File: src/rtl/fp16_align_stage.sv
// fp16_align_stage: two-stage alignment front end of the half-precision adder.
// Stage 1 registers the raw operands. Stage 2 registers the magnitude-ordered
// mantissas, the exponent difference, the signs and the special flag. A
// valid/ready handshake runs between the stages, with no skid buffer.
module fp16_align_stage #(
  parameter int EXP_W = 5,
  parameter int MAN_W = 10
) (
  input  logic               clk,
  input  logic               rst,
  input  logic [EXP_W+MAN_W:0] a,
  input  logic [EXP_W+MAN_W:0] b,
  input  logic               in_valid,
  output logic               in_ready,
  output logic [MAN_W:0]     big_mant,
  output logic [MAN_W:0]     small_mant,
  output logic [EXP_W-1:0]   shift_mag,
  output logic [EXP_W-1:0]   big_exp,
  output logic               sign_big,
  output logic               sign_small,
  output logic               eff_sub,
  output logic               special,
  output logic               out_valid,
  input  logic               out_ready
);

  localparam int OP_W = 1 + EXP_W + MAN_W;
  localparam logic [EXP_W-1:0] EXP_MAX = {EXP_W{1'b1}};
  localparam logic [EXP_W-1:0] EXP_ONE = {{(EXP_W-1){1'b0}}, 1'b1};

  // ---------------------------------------------------------------------------
  // Stage 1 storage: the raw operands
  // ---------------------------------------------------------------------------
  logic              s1_valid_q, s1_valid_d;
  logic [OP_W-1:0]   a_q, a_d;
  logic [OP_W-1:0]   b_q, b_d;

  // ---------------------------------------------------------------------------
  // Stage 2 storage: the alignment fields, which drive the outputs directly
  // ---------------------------------------------------------------------------
  logic              out_valid_q, out_valid_d;
  logic [MAN_W:0]    big_mant_q, big_mant_d;
  logic [MAN_W:0]    small_mant_q, small_mant_d;
  logic [EXP_W-1:0]  shift_mag_q, shift_mag_d;
  logic [EXP_W-1:0]  big_exp_q, big_exp_d;
  logic              sign_big_q, sign_big_d;
  logic              sign_small_q, sign_small_d;
  logic              special_q, special_d;

  // Handshake controls
  logic s2_free;
  logic s1_load;

  assign s2_free  = !out_valid_q || out_ready;
  assign in_ready = !s1_valid_q || s2_free;
  assign s1_load  = in_valid && in_ready;

  // ---------------------------------------------------------------------------
  // Unpack both stage-1 operands. Index 0 is A and index 1 is B.
  // ---------------------------------------------------------------------------
  logic [OP_W-1:0]        op       [2];
  logic                   op_sign  [2];
  logic [EXP_W-1:0]       op_exp   [2];
  logic [MAN_W-1:0]       op_frac  [2];
  logic [EXP_W-1:0]       op_eexp  [2];
  logic [MAN_W:0]         op_mant  [2];
  logic                   op_inf   [2];
  logic [EXP_W+MAN_W-1:0] op_mag   [2];

  assign op[0] = a_q;
  assign op[1] = b_q;

  genvar gi;
  generate
    for (gi = 0; gi < 2; gi++) begin : g_unpack
      assign op_sign[gi] = op[gi][OP_W-1];
      assign op_exp[gi]  = op[gi][EXP_W+MAN_W-1:MAN_W];
      assign op_frac[gi] = op[gi][MAN_W-1:0];
      // A subnormal uses the same scale as exponent 1, with no hidden bit.
      assign op_eexp[gi] = (op_exp[gi] == '0) ? EXP_ONE : op_exp[gi];
      assign op_mant[gi] = {(op_exp[gi] != '0), op_frac[gi]};
      assign op_inf[gi]  = (op_exp[gi] == EXP_MAX);
      // The magnitude key ignores the sign bit.
      assign op_mag[gi]  = op[gi][EXP_W+MAN_W-1:0];
    end
  endgenerate

  // Ordering: A wins ties, so the exponent difference is never negative.
  logic                 a_is_big;
  logic [EXP_W-1:0]     cmp_big_eexp;
  logic [EXP_W-1:0]     cmp_small_eexp;

  assign a_is_big       = (op_mag[0] >= op_mag[1]);
  assign cmp_big_eexp   = a_is_big ? op_eexp[0] : op_eexp[1];
  assign cmp_small_eexp = a_is_big ? op_eexp[1] : op_eexp[0];

  // Stage 1 next state: capture operands only on an accepted transfer.
  always_comb begin
    s1_valid_d = s1_valid_q;
    a_d        = a_q;
    b_d        = b_q;
    if (in_ready) begin
      s1_valid_d = in_valid;
    end
    if (s1_load) begin
      a_d = a;
      b_d = b;
    end
  end

  // Stage 2 next state: load fields when stage 1 moves forward, else hold.
  always_comb begin
    out_valid_d  = out_valid_q;
    big_mant_d   = big_mant_q;
    small_mant_d = small_mant_q;
    shift_mag_d  = shift_mag_q;
    big_exp_d    = big_exp_q;
    sign_big_d   = sign_big_q;
    sign_small_d = sign_small_q;
    special_d    = special_q;
    if (s2_free) begin
      out_valid_d = s1_valid_q;
      if (s1_valid_q) begin
        big_mant_d   = a_is_big ? op_mant[0] : op_mant[1];
        small_mant_d = a_is_big ? op_mant[1] : op_mant[0];
        sign_big_d   = a_is_big ? op_sign[0] : op_sign[1];
        sign_small_d = a_is_big ? op_sign[1] : op_sign[0];
        big_exp_d    = cmp_big_eexp;
        shift_mag_d  = cmp_big_eexp - cmp_small_eexp;
        special_d    = op_inf[0] || op_inf[1];
      end
    end
  end

  // Pipeline registers. Reset clears everything, including in-flight items.
  always_ff @(posedge clk or posedge rst) begin
    if (rst) begin
      s1_valid_q   <= 1'b0;
      a_q          <= '0;
      b_q          <= '0;
      out_valid_q  <= 1'b0;
      big_mant_q   <= '0;
      small_mant_q <= '0;
      shift_mag_q  <= '0;
      big_exp_q    <= '0;
      sign_big_q   <= 1'b0;
      sign_small_q <= 1'b0;
      special_q    <= 1'b0;
    end else begin
      s1_valid_q   <= s1_valid_d;
      a_q          <= a_d;
      b_q          <= b_d;
      out_valid_q  <= out_valid_d;
      big_mant_q   <= big_mant_d;
      small_mant_q <= small_mant_d;
      shift_mag_q  <= shift_mag_d;
      big_exp_q    <= big_exp_d;
      sign_big_q   <= sign_big_d;
      sign_small_q <= sign_small_d;
      special_q    <= special_d;
    end
  end

  assign out_valid  = out_valid_q;
  assign big_mant   = big_mant_q;
  assign small_mant = small_mant_q;
  assign shift_mag  = shift_mag_q;
  assign big_exp    = big_exp_q;
  assign sign_big   = sign_big_q;
  assign sign_small = sign_small_q;
  assign eff_sub    = sign_big_q ^ sign_small_q;
  assign special    = special_q;

endmodule
File: config.mk
export PLATFORM = sky130hd
export DESIGN_NAME = fp16_align_stage
export DESIGN_NICKNAME = d
export VERILOG_FILES = /design/src/rtl/fp16_align_stage.sv
export SDC_FILE = /design/constraint.sdc
export NUM_CORES = 1
export LEC_CHECK = 0
export ABC_AREA = 1
export ABC_CLOCK_PERIOD_IN_PS = 3300
export CORE_MARGIN = 4
export CORE_UTILIZATION = 34
export DETAILED_ROUTE_END_ITERATION = 12
export HOLD_SLACK_MARGIN = 0.15
export MAX_ROUTING_LAYER = met4
export PLACE_DENSITY_LB_ADDON = 0.1
export SYNTH_ARGS = -nofsm -noshare
export SYNTH_HDL_FRONTEND = slang
export SYNTH_SLANG_ARGS = --single-unit
File: constraint.sdc
create_clock -name clk -period 3.3 [get_ports clk]
set_input_delay 0.66 -clock clk [delete_from_list [all_inputs] [get_ports clk]]
set_output_delay 0.66 -clock clk [all_outputs]
set_load 0.05 [all_outputs]
==> results.cfg <==
[run_status]
status = completed

[hold_path]
worstHoldPathCells = 2
holdCritStartpoint = small_mant[4]$_DFFE_PP0P_
hold_path.class = reg2reg
hold-path-endpoint = small_mant[4]$_DFFE_PP0P_

[pwr]
vdd_drop_max_uv = 376.8
power_uw = 4189
power_density_mw_per_mm2 = 876.4
p_leak_uw = 0.002378

[sta]
setup_tns_ns = 0
maxSlewViolCount = 0
relSlewSlack_pct = 48.74
finalHoldViolations = 0
fmax_mhz = 353.8
rsz0062_at_grt = no
fin_crit_ns = 2.827
tightest_slew_ns = 0.7678
finalSetupViolCount = 0
fin_ws_ns = 0.4732
fin_skew_ns = 0.009796
hold_slack_ns = 0.4851
finalCritPeriodShare_pct = 85.66

[setup_path]
crit_required_ns = 3.56
r2r_start = b_q[6]$_DFFE_PP0P_
cp-start-kind = register
reg2regPathDepth = 16
arrival_ns = 3.09
worst-setup-path-type = reg2reg
setup.worst_path.end_class = register
critical_path.max_fanout = 14
timing.rr.end = shift_mag[4]$_DFFE_PP0P_
r2r_slack_ns = 0.47

[clocking]
cts-root-buf = clkbuf_8
cts_hold_buf = 0
clkTransAtPathRegs_ns = 0.08
cts_tree = done
cts_setup_buffers = 0
cts_buffers = 9
cts.sinks = 69
htree_levels = 3
cts_resized = 0
clk_path_buf_depth = 2
clk_latency_ns = 0.35

[floorplan]
dieArea_mm2 = 0.01260
die_h_um = 112.2
die-width_um = 112.2
initial_core_util_pct = 35.31
design.portCount = 74
core-area_mm2 = 0.01046
num_rows = 37

[cells_and_area]
nNetsFinal = 595
drive_gt1_share_pct = 6.618
nFillCells = 1105
antenna_cells = 0
syn_to_final_growth_pct = 29.36
final_area_mm2 = 0.004780

[logic_synthesis]
synthFlopType = dfrtp_1
ys_seq_elements = 69
syn_inst = 469
synth_top_cell_area_share_pct = 46.73
synthXorXnorAreaFrac_pct = 1.185
yosys_warnings = 0
synth_edf_count = 0
yosysMostFrequentCell = nand2_1
synth-compound-area-share_pct = 6.976
ys_top_cells_by_area = dfrtp_1 (47%), nand2_1 (13%), nand3_1 (8.7%), ha_1 (6.4%), inv_1 (5.1%)
netlist_area_mm2 = 0.003695
synth_top_family_by_area = simple AND/OR/NAND/NOR gates
synth_commonest_cells = nand2_1 (132), dfrtp_1 (69), nand3_1 (64)
synth_fa_ha_area_share_pct = 6.976
ys_seq_area_share_pct = 46.73
syn-num-nets = 525
synth_area_leader_cell = dfrtp_1
synthSimpleGateAreaFrac_pct = 28.78
syn_area_per_cell_um2 = 7.878
yosysUniqueCellTypes = 26
async_reset_ff_share_pct = 100.0
muxShareOfSynthArea_pct = 0

[global_routing]
antenna_found_initial = 0
grt_pass1_wl_um = 15820
overflow = 0
track_usage_pct = 15.86
grt_pass1_vias = 3136
grt_max_degree = 41

[placed_design]
placed_area_mm2 = 0.004541
dp_hpwl_um = 6779
place_congestion = 0.9040
portBuffers = 73
pre_cts_ws_ns = 0.4515

[routing]
dr.pass1.iters = 4
drt_iter0_markers = 146
drc_errors = 0
routed_wl_um = 9409
vias = 3200
via_per_inst = 4.706
ant_nets = 0
drt-wirelength-per-cell_um = 13.84

[flow_run]
maxCapViolCount = 0
[logic make-up (layout without fill, tap and decap cells)]
family / Yosys count / count (layout)
AND/OR/NAND/NOR: 250 / 250
XOR/XNOR: 5 / 5
buffers and inverters: 75 / 150
flip-flops: 69 / 69
AO/OA/AOI/OAI: 50 / 50
adder cells (fa/ha/maj): 20 / 20
[through the flow]
stage	utilization, %	instances
floorplan	-	469
global placement	43.40	664
detailed placement	43.40	664
CTS	45.68	680
global route	45.68	680
finish	45.68	680
[power by group]
group / switching [uW] / internal (uW)
clock network: 329 / 502
logic: 1410 / 709
registers: 148 / 1090
[cells in the final DEF (no fill, tap or decap)]
cell / netlist / layout
xnor2_1: 2 / 2
ha_1: 19 / 19
nand3b_1: 1 / 1
nor3_1: 4 / 4
xor2_1: 3 / 3
buf_4: 0 / 7
clkinv_4: 0 / 1
and2_1: 3 / 3
o21ai_1: 3 / 3
o21ai_0: 7 / 7
inv_1: 50 / 49
a21oi_1: 37 / 37
clkinvlp_4: 0 / 1
a31oi_1: 1 / 1
clkbuf_8: 0 / 9
nand2_2: 3 / 4
nand3_1: 64 / 64
clkdlybuf4s50_1: 0 / 73
bufinv_16: 0 / 3
clkbuf_1: 6 / 1
nor2_1: 39 / 39
inv_2: 2 / 3
nor2_2: 3 / 3
fa_1: 1 / 1
buf_12: 0 / 2
nand2_1: 132 / 131
nand3_4: 1 / 1
a211oi_1: 1 / 1
clkinv_2: 0 / 1
o21ai_2: 1 / 1
dfrtp_1: 69 / 69
[sequential cells by signal (all words and copies together), names as in the netlist, 5 cells and up]
| register | flops |
|---|---|
| b_q | 16 |
| a_q | 16 |
| big_mant | 11 |
| big_exp | 5 |
| small_mant | 11 |
| shift_mag | 5 |
[layer usage]
| metal | wire length, um | GRT usage (%) | up-vias |
|---|---|---|---|
| met5 | 0 | - | - |
| met1 | 4803 | 22.31 | 1481 |
| met2 | 4049 | 22.84 | 81 |
| li1 | - | - | 1624 |
| met3 | 373 | 3.019 | 14 |
| met4 | 182 | 5.529 | 0 |
[area by class of cell]
type                            count  area [um^2]  area share, %
Inverter                           52        195.2          4.084
Tap cell                          136        170.2          3.560
Clock buffer                       10        127.6          2.670
Clock inverter                      6        111.4          2.330
Multi-Input combinational cell    325         1625          34.01
Sequential cell                    69         1727          36.13
Timing Repair Buffer               82        823.3          17.23
[how the worst max path moves through the flow]
stage	startpoint	end	slack, ns	depth (start not counted)
2_1_floorplan	b_q[14]$_DFFE_PP0P_	shift_mag[4]$_DFFE_PP0P_	0.65	17
6_report	b_q[6]$_DFFE_PP0P_	shift_mag[4]$_DFFE_PP0P_	0.47	16
3_3_place_gp	out_ready	in_ready	0.55	4
5_1_grt	b_q[10]$_DFFE_PP0P_	shift_mag[4]$_DFFE_PP0P_	0.19	17
4_1_cts	b_q[6]$_DFFE_PP0P_	shift_mag[4]$_DFFE_PP0P_	0.47	16
3_5_place_dp	b_q[10]$_DFFE_PP0P_	shift_mag[4]$_DFFE_PP0P_	0.45	17
[critical path: stages (launching register included)]
cell and delay [ns]:
dfrtp_1 0.36, inv_1 0.12, ha_1 0.26, nand2_1 0.09
inv_1 0.04, a21oi_1 0.16, nand2_1 0.09, nand2_2 0.14
nand3_4 0.17, o21ai_1 0.15, inv_1 0.05, ha_1 0.20
fa_1 0.41, nor2_1 0.12, a211oi_1 0.06, xor2_1 0.14
o21ai_0 0.17
(Power assumes the default switching activity.)
